### config.mk
export PLATFORM = sky130hd
export DESIGN_NAME = id_ex_hazard_stage_flat
export DESIGN_NICKNAME = d
export VERILOG_FILES = /design/src/rtl/id_ex_hazard_stage_if.sv /design/src/rtl/id_ex_hazard_stage.sv /design/src/flat_wrapper.sv
export SDC_FILE = /design/constraint.sdc
export NUM_CORES = 1
export LEC_CHECK = 0
export ABC_AREA = 1
export BUFFER_PORTS_ARGS = -buffer_cell sky130_fd_sc_hd__buf_4
export CORE_MARGIN = 2
export CORE_UTILIZATION = 43
export DETAILED_ROUTE_END_ITERATION = 16
export GPL_TIMING_DRIVEN = 0
export PLACE_DENSITY = 0.89
export SYNTH_ARGS = -nofsm -noshare
export SYNTH_HDL_FRONTEND = slang
export SYNTH_SLANG_ARGS = --single-unit
export TNS_END_PERCENT = 10
### constraint.sdc
create_clock -name clk__i -period 2.1 [get_ports clk__i]
set_clock_uncertainty 0.15 [all_clocks]
set_input_delay 0.105 -clock clk__i [delete_from_list [all_inputs] [get_ports clk__i]]
set_output_delay 0.105 -clock clk__i [all_outputs]
set_load 0.02 [all_outputs]
### src/rtl/id_ex_hazard_stage_if.sv
// Bundle between the ID stage, the ID/EX register and its hazard control.
// The slave modport is the pipeline-register side; master is the decode/driver side.
interface id_ex_hazard_stage_if #(
    parameter int unsigned DATA_W = 32
);
    logic [4:0]        IFID_RegRs__i;
    logic [4:0]        IFID_RegRt__i;
    logic [4:0]        IFID_RegRd__i;
    logic [DATA_W-1:0] IFID_RsData__i;
    logic [DATA_W-1:0] IFID_RtData__i;
    logic [DATA_W-1:0] IFID_Imm__i;
    logic              RegWrite__i;
    logic              MemRead__i;
    logic              MemWrite__i;
    logic              MemToReg__i;
    logic              RegDst__i;
    logic              ALUSrc__i;
    logic              Branch__i;
    logic [3:0]        ALUOp__i;
    logic              Flush__i;

    logic [4:0]        IDEX_RegRs__o;
    logic [4:0]        IDEX_RegRt__o;
    logic [4:0]        IDEX_RegRd__o;
    logic [DATA_W-1:0] IDEX_RsData__o;
    logic [DATA_W-1:0] IDEX_RtData__o;
    logic [DATA_W-1:0] IDEX_Imm__o;
    logic              IDEX_RegWrite__o;
    logic              IDEX_MemRead__o;
    logic              IDEX_MemWrite__o;
    logic              IDEX_MemToReg__o;
    logic              IDEX_ALUSrc__o;
    logic [3:0]        IDEX_ALUOp__o;
    logic              PCWrite__o;
    logic              IFIDWrite__o;
    logic              Stall__o;
    logic [15:0]       StallCount__o;

    modport master (
        output IFID_RegRs__i, IFID_RegRt__i, IFID_RegRd__i,
        output IFID_RsData__i, IFID_RtData__i, IFID_Imm__i,
        output RegWrite__i, MemRead__i, MemWrite__i, MemToReg__i,
        output RegDst__i, ALUSrc__i, Branch__i, ALUOp__i, Flush__i,
        input  IDEX_RegRs__o, IDEX_RegRt__o, IDEX_RegRd__o,
        input  IDEX_RsData__o, IDEX_RtData__o, IDEX_Imm__o,
        input  IDEX_RegWrite__o, IDEX_MemRead__o, IDEX_MemWrite__o,
        input  IDEX_MemToReg__o, IDEX_ALUSrc__o, IDEX_ALUOp__o,
        input  PCWrite__o, IFIDWrite__o, Stall__o, StallCount__o
    );

    modport slave (
        input  IFID_RegRs__i, IFID_RegRt__i, IFID_RegRd__i,
        input  IFID_RsData__i, IFID_RtData__i, IFID_Imm__i,
        input  RegWrite__i, MemRead__i, MemWrite__i, MemToReg__i,
        input  RegDst__i, ALUSrc__i, Branch__i, ALUOp__i, Flush__i,
        output IDEX_RegRs__o, IDEX_RegRt__o, IDEX_RegRd__o,
        output IDEX_RsData__o, IDEX_RtData__o, IDEX_Imm__o,
        output IDEX_RegWrite__o, IDEX_MemRead__o, IDEX_MemWrite__o,
        output IDEX_MemToReg__o, IDEX_ALUSrc__o, IDEX_ALUOp__o,
        output PCWrite__o, IFIDWrite__o, Stall__o, StallCount__o
    );
endinterface

### src/rtl/id_ex_hazard_stage.sv
// ID/EX pipeline register with load-use / branch hazard detection and bubble injection.
// Optional stall-cycle statistics counter enabled by defining HAZARD_STATS_EN.
module id_ex_hazard_stage #(
    parameter int unsigned DATA_W = 32
) (
    input logic                 clk__i,
    input logic                 reset_n__i,
    id_ex_hazard_stage_if.slave bus
);

    typedef enum logic {
        S_RUN,
        S_HOLD
    } state_t;

    state_t state_q, state_d;

    logic [4:0]        rs_q, rt_q, rd_q;
    logic [DATA_W-1:0] rs_data_q, rt_data_q, imm_q;
    logic              reg_write_q, mem_read_q, mem_write_q, mem_to_reg_q, alu_src_q;
    logic [3:0]        alu_op_q;

    logic rt_used;
    logic match_rs, match_rt, match_any;
    logic load_use, branch_alu, branch_load, hazard;
    logic stall;
    logic bubble;

    // Rt is a true source for R-type ops, stores (store data) and branches (compare).
    assign rt_used  = ~bus.ALUSrc__i | bus.MemWrite__i | bus.Branch__i;
    assign match_rs = (bus.IFID_RegRs__i != 5'd0) && (bus.IFID_RegRs__i == rd_q);
    assign match_rt = rt_used && (bus.IFID_RegRt__i != 5'd0) && (bus.IFID_RegRt__i == rd_q);
    assign match_any = match_rs | match_rt;

    assign load_use    = mem_read_q & match_any;
    assign branch_alu  = bus.Branch__i & reg_write_q & ~mem_read_q & match_any;
    assign branch_load = bus.Branch__i & mem_read_q & match_any;
    assign hazard      = load_use | branch_alu | branch_load;

    always_ff @(posedge clk__i or negedge reset_n__i) begin
        if (!reset_n__i) begin
            state_q <= S_RUN;
        end else begin
            state_q <= state_d;
        end
    end

    always_comb begin
        state_d = state_q;
        stall   = 1'b0;
        case (state_q)
            S_RUN: begin
                stall = hazard;
                if (branch_load) begin
                    state_d = S_HOLD;
                end
            end
            S_HOLD: begin
                stall   = 1'b1;
                state_d = S_RUN;
            end
            default: begin
                state_d = S_RUN;
            end
        endcase
        // A flush squashes the instruction that caused the hazard, so no stall may remain pending.
        if (bus.Flush__i) begin
            state_d = S_RUN;
        end
    end

    assign bubble = stall | bus.Flush__i;

    always_ff @(posedge clk__i or negedge reset_n__i) begin
        if (!reset_n__i) begin
            rs_q         <= '0;
            rt_q         <= '0;
            rd_q         <= '0;
            rs_data_q    <= '0;
            rt_data_q    <= '0;
            imm_q        <= '0;
            reg_write_q  <= 1'b0;
            mem_read_q   <= 1'b0;
            mem_write_q  <= 1'b0;
            mem_to_reg_q <= 1'b0;
            alu_src_q    <= 1'b0;
            alu_op_q     <= '0;
        end else if (bubble) begin
            rs_q         <= '0;
            rt_q         <= '0;
            rd_q         <= '0;
            rs_data_q    <= '0;
            rt_data_q    <= '0;
            imm_q        <= '0;
            reg_write_q  <= 1'b0;
            mem_read_q   <= 1'b0;
            mem_write_q  <= 1'b0;
            mem_to_reg_q <= 1'b0;
            alu_src_q    <= 1'b0;
            alu_op_q     <= '0;
        end else begin
            rs_q         <= bus.IFID_RegRs__i;
            rt_q         <= bus.IFID_RegRt__i;
            rd_q         <= bus.RegDst__i ? bus.IFID_RegRd__i : bus.IFID_RegRt__i;
            rs_data_q    <= bus.IFID_RsData__i;
            rt_data_q    <= bus.IFID_RtData__i;
            imm_q        <= bus.IFID_Imm__i;
            reg_write_q  <= bus.RegWrite__i;
            mem_read_q   <= bus.MemRead__i;
            mem_write_q  <= bus.MemWrite__i;
            mem_to_reg_q <= bus.MemToReg__i;
            alu_src_q    <= bus.ALUSrc__i;
            alu_op_q     <= bus.ALUOp__i;
        end
    end

    assign bus.IDEX_RegRs__o    = rs_q;
    assign bus.IDEX_RegRt__o    = rt_q;
    assign bus.IDEX_RegRd__o    = rd_q;
    assign bus.IDEX_RsData__o   = rs_data_q;
    assign bus.IDEX_RtData__o   = rt_data_q;
    assign bus.IDEX_Imm__o      = imm_q;
    assign bus.IDEX_RegWrite__o = reg_write_q;
    assign bus.IDEX_MemRead__o  = mem_read_q;
    assign bus.IDEX_MemWrite__o = mem_write_q;
    assign bus.IDEX_MemToReg__o = mem_to_reg_q;
    assign bus.IDEX_ALUSrc__o   = alu_src_q;
    assign bus.IDEX_ALUOp__o    = alu_op_q;

    assign bus.Stall__o     = stall;
    assign bus.PCWrite__o   = ~stall;
    assign bus.IFIDWrite__o = ~stall;

`ifdef HAZARD_STATS_EN
    logic [15:0] stall_cnt_q;

    always_ff @(posedge clk__i or negedge reset_n__i) begin
        if (!reset_n__i) begin
            stall_cnt_q <= '0;
        end else if (stall && (stall_cnt_q != '1)) begin
            stall_cnt_q <= stall_cnt_q + 16'd1;
        end
    end

    assign bus.StallCount__o = stall_cnt_q;
`else
    assign bus.StallCount__o = '0;
`endif

endmodule

### src/flat_wrapper.sv
// flat-port wrapper written by rule: the top's interface ports become plain ports
module id_ex_hazard_stage_flat 
#(
    parameter int unsigned DATA_W = 32
)
  (clk__i, reset_n__i, bus_IFID_RegRs__i, bus_IFID_RegRt__i, bus_IFID_RegRd__i, bus_IFID_RsData__i, bus_IFID_RtData__i, bus_IFID_Imm__i, bus_RegWrite__i, bus_MemRead__i, bus_MemWrite__i, bus_MemToReg__i, bus_RegDst__i, bus_ALUSrc__i, bus_Branch__i, bus_ALUOp__i, bus_Flush__i, bus_IDEX_RegRs__o, bus_IDEX_RegRt__o, bus_IDEX_RegRd__o, bus_IDEX_RsData__o, bus_IDEX_RtData__o, bus_IDEX_Imm__o, bus_IDEX_RegWrite__o, bus_IDEX_MemRead__o, bus_IDEX_MemWrite__o, bus_IDEX_MemToReg__o, bus_IDEX_ALUSrc__o, bus_IDEX_ALUOp__o, bus_PCWrite__o, bus_IFIDWrite__o, bus_Stall__o, bus_StallCount__o);
  id_ex_hazard_stage_if #(.DATA_W(DATA_W)) bus_i ();
  input logic clk__i;
  input logic reset_n__i;
  input wire logic [$bits(bus_i.IFID_RegRs__i)-1:0] bus_IFID_RegRs__i;
  input wire logic [$bits(bus_i.IFID_RegRt__i)-1:0] bus_IFID_RegRt__i;
  input wire logic [$bits(bus_i.IFID_RegRd__i)-1:0] bus_IFID_RegRd__i;
  input wire logic [$bits(bus_i.IFID_RsData__i)-1:0] bus_IFID_RsData__i;
  input wire logic [$bits(bus_i.IFID_RtData__i)-1:0] bus_IFID_RtData__i;
  input wire logic [$bits(bus_i.IFID_Imm__i)-1:0] bus_IFID_Imm__i;
  input wire logic [$bits(bus_i.RegWrite__i)-1:0] bus_RegWrite__i;
  input wire logic [$bits(bus_i.MemRead__i)-1:0] bus_MemRead__i;
  input wire logic [$bits(bus_i.MemWrite__i)-1:0] bus_MemWrite__i;
  input wire logic [$bits(bus_i.MemToReg__i)-1:0] bus_MemToReg__i;
  input wire logic [$bits(bus_i.RegDst__i)-1:0] bus_RegDst__i;
  input wire logic [$bits(bus_i.ALUSrc__i)-1:0] bus_ALUSrc__i;
  input wire logic [$bits(bus_i.Branch__i)-1:0] bus_Branch__i;
  input wire logic [$bits(bus_i.ALUOp__i)-1:0] bus_ALUOp__i;
  input wire logic [$bits(bus_i.Flush__i)-1:0] bus_Flush__i;
  output wire logic [$bits(bus_i.IDEX_RegRs__o)-1:0] bus_IDEX_RegRs__o;
  output wire logic [$bits(bus_i.IDEX_RegRt__o)-1:0] bus_IDEX_RegRt__o;
  output wire logic [$bits(bus_i.IDEX_RegRd__o)-1:0] bus_IDEX_RegRd__o;
  output wire logic [$bits(bus_i.IDEX_RsData__o)-1:0] bus_IDEX_RsData__o;
  output wire logic [$bits(bus_i.IDEX_RtData__o)-1:0] bus_IDEX_RtData__o;
  output wire logic [$bits(bus_i.IDEX_Imm__o)-1:0] bus_IDEX_Imm__o;
  output wire logic [$bits(bus_i.IDEX_RegWrite__o)-1:0] bus_IDEX_RegWrite__o;
  output wire logic [$bits(bus_i.IDEX_MemRead__o)-1:0] bus_IDEX_MemRead__o;
  output wire logic [$bits(bus_i.IDEX_MemWrite__o)-1:0] bus_IDEX_MemWrite__o;
  output wire logic [$bits(bus_i.IDEX_MemToReg__o)-1:0] bus_IDEX_MemToReg__o;
  output wire logic [$bits(bus_i.IDEX_ALUSrc__o)-1:0] bus_IDEX_ALUSrc__o;
  output wire logic [$bits(bus_i.IDEX_ALUOp__o)-1:0] bus_IDEX_ALUOp__o;
  output wire logic [$bits(bus_i.PCWrite__o)-1:0] bus_PCWrite__o;
  output wire logic [$bits(bus_i.IFIDWrite__o)-1:0] bus_IFIDWrite__o;
  output wire logic [$bits(bus_i.Stall__o)-1:0] bus_Stall__o;
  output wire logic [$bits(bus_i.StallCount__o)-1:0] bus_StallCount__o;
  assign bus_i.IFID_RegRs__i = bus_IFID_RegRs__i;
  assign bus_i.IFID_RegRt__i = bus_IFID_RegRt__i;
  assign bus_i.IFID_RegRd__i = bus_IFID_RegRd__i;
  assign bus_i.IFID_RsData__i = bus_IFID_RsData__i;
  assign bus_i.IFID_RtData__i = bus_IFID_RtData__i;
  assign bus_i.IFID_Imm__i = bus_IFID_Imm__i;
  assign bus_i.RegWrite__i = bus_RegWrite__i;
  assign bus_i.MemRead__i = bus_MemRead__i;
  assign bus_i.MemWrite__i = bus_MemWrite__i;
  assign bus_i.MemToReg__i = bus_MemToReg__i;
  assign bus_i.RegDst__i = bus_RegDst__i;
  assign bus_i.ALUSrc__i = bus_ALUSrc__i;
  assign bus_i.Branch__i = bus_Branch__i;
  assign bus_i.ALUOp__i = bus_ALUOp__i;
  assign bus_i.Flush__i = bus_Flush__i;
  assign bus_IDEX_RegRs__o = bus_i.IDEX_RegRs__o;
  assign bus_IDEX_RegRt__o = bus_i.IDEX_RegRt__o;
  assign bus_IDEX_RegRd__o = bus_i.IDEX_RegRd__o;
  assign bus_IDEX_RsData__o = bus_i.IDEX_RsData__o;
  assign bus_IDEX_RtData__o = bus_i.IDEX_RtData__o;
  assign bus_IDEX_Imm__o = bus_i.IDEX_Imm__o;
  assign bus_IDEX_RegWrite__o = bus_i.IDEX_RegWrite__o;
  assign bus_IDEX_MemRead__o = bus_i.IDEX_MemRead__o;
  assign bus_IDEX_MemWrite__o = bus_i.IDEX_MemWrite__o;
  assign bus_IDEX_MemToReg__o = bus_i.IDEX_MemToReg__o;
  assign bus_IDEX_ALUSrc__o = bus_i.IDEX_ALUSrc__o;
  assign bus_IDEX_ALUOp__o = bus_i.IDEX_ALUOp__o;
  assign bus_PCWrite__o = bus_i.PCWrite__o;
  assign bus_IFIDWrite__o = bus_i.IFIDWrite__o;
  assign bus_Stall__o = bus_i.Stall__o;
  assign bus_StallCount__o = bus_i.StallCount__o;
  id_ex_hazard_stage #(.DATA_W(DATA_W)) u_core (.clk__i(clk__i), .reset_n__i(reset_n__i), .bus(bus_i));
endmodule
==> results_dict.tcl <==
set metrics [dict create \
    die_area_um2 11100 \
    grt_max_degree 122 \
    drt-total-wl_mm 17.3 \
    routabilityCongestion 0.820 \
    peakVddDrop_uv 486 \
    fin_util 0.857 \
    status "completed" \
    clock_latency_ps 500 \
    avgSynthCellArea_um2 9.76 \
    powerDensity_nw_per_um2 769 \
    syn_inst 452 \
    hold_viol 0 \
    grt_pass1_wl_mm 26.5 \
    cts-root-buf "clkbuf_8" \
    antenna_cells 0 \
    wl_met1_mm 5.85 \
    hpwl_mm 8.92 \
    finalNetCount 989 \
    start_util 0.447 \
    p_leak_nw 4.85 \
    yosysSeqAreaShare 0.686 \
    place_area_um2 6480 \
    clkSinkCount 121 \
    ys_warn_count 0 \
    multi_input_area_um2 802 \
    ioPinCount 264 \
    via_per_inst 4.51 \
    cts_tree "done" \
    crit_path_frequent_cell "buf_6" \
    path_clk_slew_ps 60 \
    clock_path_buffers 2 \
    area_growth_pct 91.5 \
    fmax_mhz 478 \
    seq_area_um2 3030 \
    final_max_slew_viol_count 0 \
    htree_levels 4 \
    crit_chain "xor2_1, nor2_1, nand3_2, nand2_2, a21oi_4, buf_6, buf_6" \
    port_buffers 246 \
    final_cell_area_um2 8450 \
    final_antenna_net_count 0 \
    synth.top_cell.area_share 0.686 \
    fin_crit_ps 2090 \
    drt_iter0_drc 207 \
    critPathMaxStageDelay_ps 430 \
    path_delay_family "flip-flops" \
    worst-setup-path-type "reg -> out" \
    crit_buf_inv 2 \
    period_share 0.997 \
    antenna_found_initial 0 \
    grt-ovfl-total 0 \
    track_usage 0.314 \
    drive_above_1_share 0.372 \
    cp-end-kind "primary output" \
    synth_seq_cells 121 \
    dr_wl_met2_mm 9.45 \
    finalSetupViolCount 0 \
    routed.top_layer "met4" \
    critPathMaxFanout 4 \
    finalSetupTns_ps 0 \
    final_common_cell "buf_4" \
    grt_setup_unrepaired "true" \
    yosys.area.top_type "dfrtp_1" \
    die_h_um 105 \
    synthTopCellsByArea "dfrtp_1 69%, nor2_1 11%, inv_1 10%" \
    n_fill_cell 449 \
    required_ps 1850 \
    synth_cell_type_count 13 \
    hold_path.class "in -> reg" \
    cap_violations 0 \
    fp-row-count 36 \
    final_cell_mix "271 x buf_4, 133 x nor2_1, 130 x dlygate4sd3_1" \
    drc 0 \
    core_area_um2 9860 \
    met3_length_mm 1.18 \
    cts_buffers 17 \
    dr.pass1.iters 5 \
    grt_pass1_vias 5210 \
    critical-path-slowest-cell "dfrtp_1" \
    dr_total_vias 4551 \
    cp-start-kind "register" \
    crit_arrival_ps 1840 \
    die_x_um 105 \
    syn_area_um2 4410 \
    route.detailed.wl_per_inst_um 17.1 \
]
final cells by class:
type,instances,share of cell area
buffer,31,0.0270
clock buffer,20,0.0527
clock inverter,12,0.0148
inverter,122,0.0542
multi-input combinational,193,0.0949
sequential,121,0.359
tap,133,0.0197
timing repair buffer,378,0.378
kinds of logic (layout without fill, tap and decap cells):
family / after synthesis / after routing / synth area share
xor+xnor: 3 / 3 / 0.00596
simple gates: 166 / 166 / 0.143
buf+inv: 153 / 563 / 0.155
other cells: 1 / 16 / 0.000850
compound gates: 8 / 8 / 0.00964
flops: 121 / 121 / 0.686
worst paths after layout:
| kind | start | end | slack, ps | cells past startpoint |
|---|---|---|---|---|
| max | u_core.bus.IDEX_RegRd__o[2]$_DFF_PN0_ | bus_PCWrite__o | 7 | 7 |
| min | bus_IFID_RtData__i[26] | u_core.bus.IDEX_RtData__o[26]$_DFF_PN0_ | 230 | 4 |
| min in group asynchronous | reset_n__i | u_core.bus.IDEX_RtData__o[26]$_DFF_PN0_ | 430 | 3 |
| max reg2reg | u_core.state_q$_DFF_PN0_ | u_core.state_q$_DFF_PN0_ | 20 | 5 |
| max in group asynchronous | reset_n__i | u_core.bus.IDEX_RsData__o[6]$_DFF_PN0_ | 620 | 4 |
| min reg2reg | u_core.state_q$_DFF_PN0_ | u_core.bus.IDEX_ALUSrc__o$_DFF_PN0_ | 730 | 4 |
synth_stat cells, drive strengths merged:
master and count:
xor2 3, nor2 135, inv 122, nand2 26, conb 1, nand3 5
a21o 1, buf 31, a21oi 7, dfrtp 121
stage by stage:
stage,setup slack [ps],hold WS (ps),cells,power (mW)
after floorplan,340,-341,467,2.96
after global placement,285,176,846,3.44
after detailed placement,245,179,846,3.47
after CTS,11.6,99.4,1007,6.41
after global routing,-74.9,222,1010,6.72
final,7.33,227,1010,6.50
flip-flops by register name, summed over array words and instances, names as in the netlist:
signal	count
u_core.bus.IDEX_Imm__o	32
u_core.bus.IDEX_RsData__o	32
u_core.bus.IDEX_RtData__o	32
u_core.bus.IDEX_RegRd__o	5
u_core.bus.IDEX_RegRs__o	5
u_core.bus.IDEX_RegRt__o	5
u_core.bus.IDEX_ALUOp__o	4
u_core.bus.IDEX_ALUSrc__o	1
u_core.bus.IDEX_MemRead__o	1
u_core.bus.IDEX_MemToReg__o	1
u_core.bus.IDEX_MemWrite__o	1
u_core.bus.IDEX_RegWrite__o	1
u_core.state_q	1
where the power goes:
| part | switching, mW | internal, mW |
|---|---|---|
| Sequential | 0.0604 | 2.47 |
| Combinational | 0.599 | 0.585 |
| Clock | 1.04 | 1.74 |
| Total | 1.70 | 4.79 |
what timing repair did:
action,in CTS,in global routing
endpoints found under the hold margin,242,25
gates resized for setup,2,17
pin swaps,0,6
setup endpoints to repair,2,33
hold buffers,129,1
setup buffers,0,1
per-layer routing:
metal  vias to the layer above  global-route usage
met3                        65              0.0853
met2                       263               0.595
met5                         -                   0
li1                       2040                   -
met4                         0               0.163
met1                      2183               0.308
tightest hold or removal path: stages:
cell and delay, ps:
dlygate4sd3_1 530, buf_4 100, inv_1 30, nor2_1 80
Note: power is estimated with default switching activity, not from simulation.
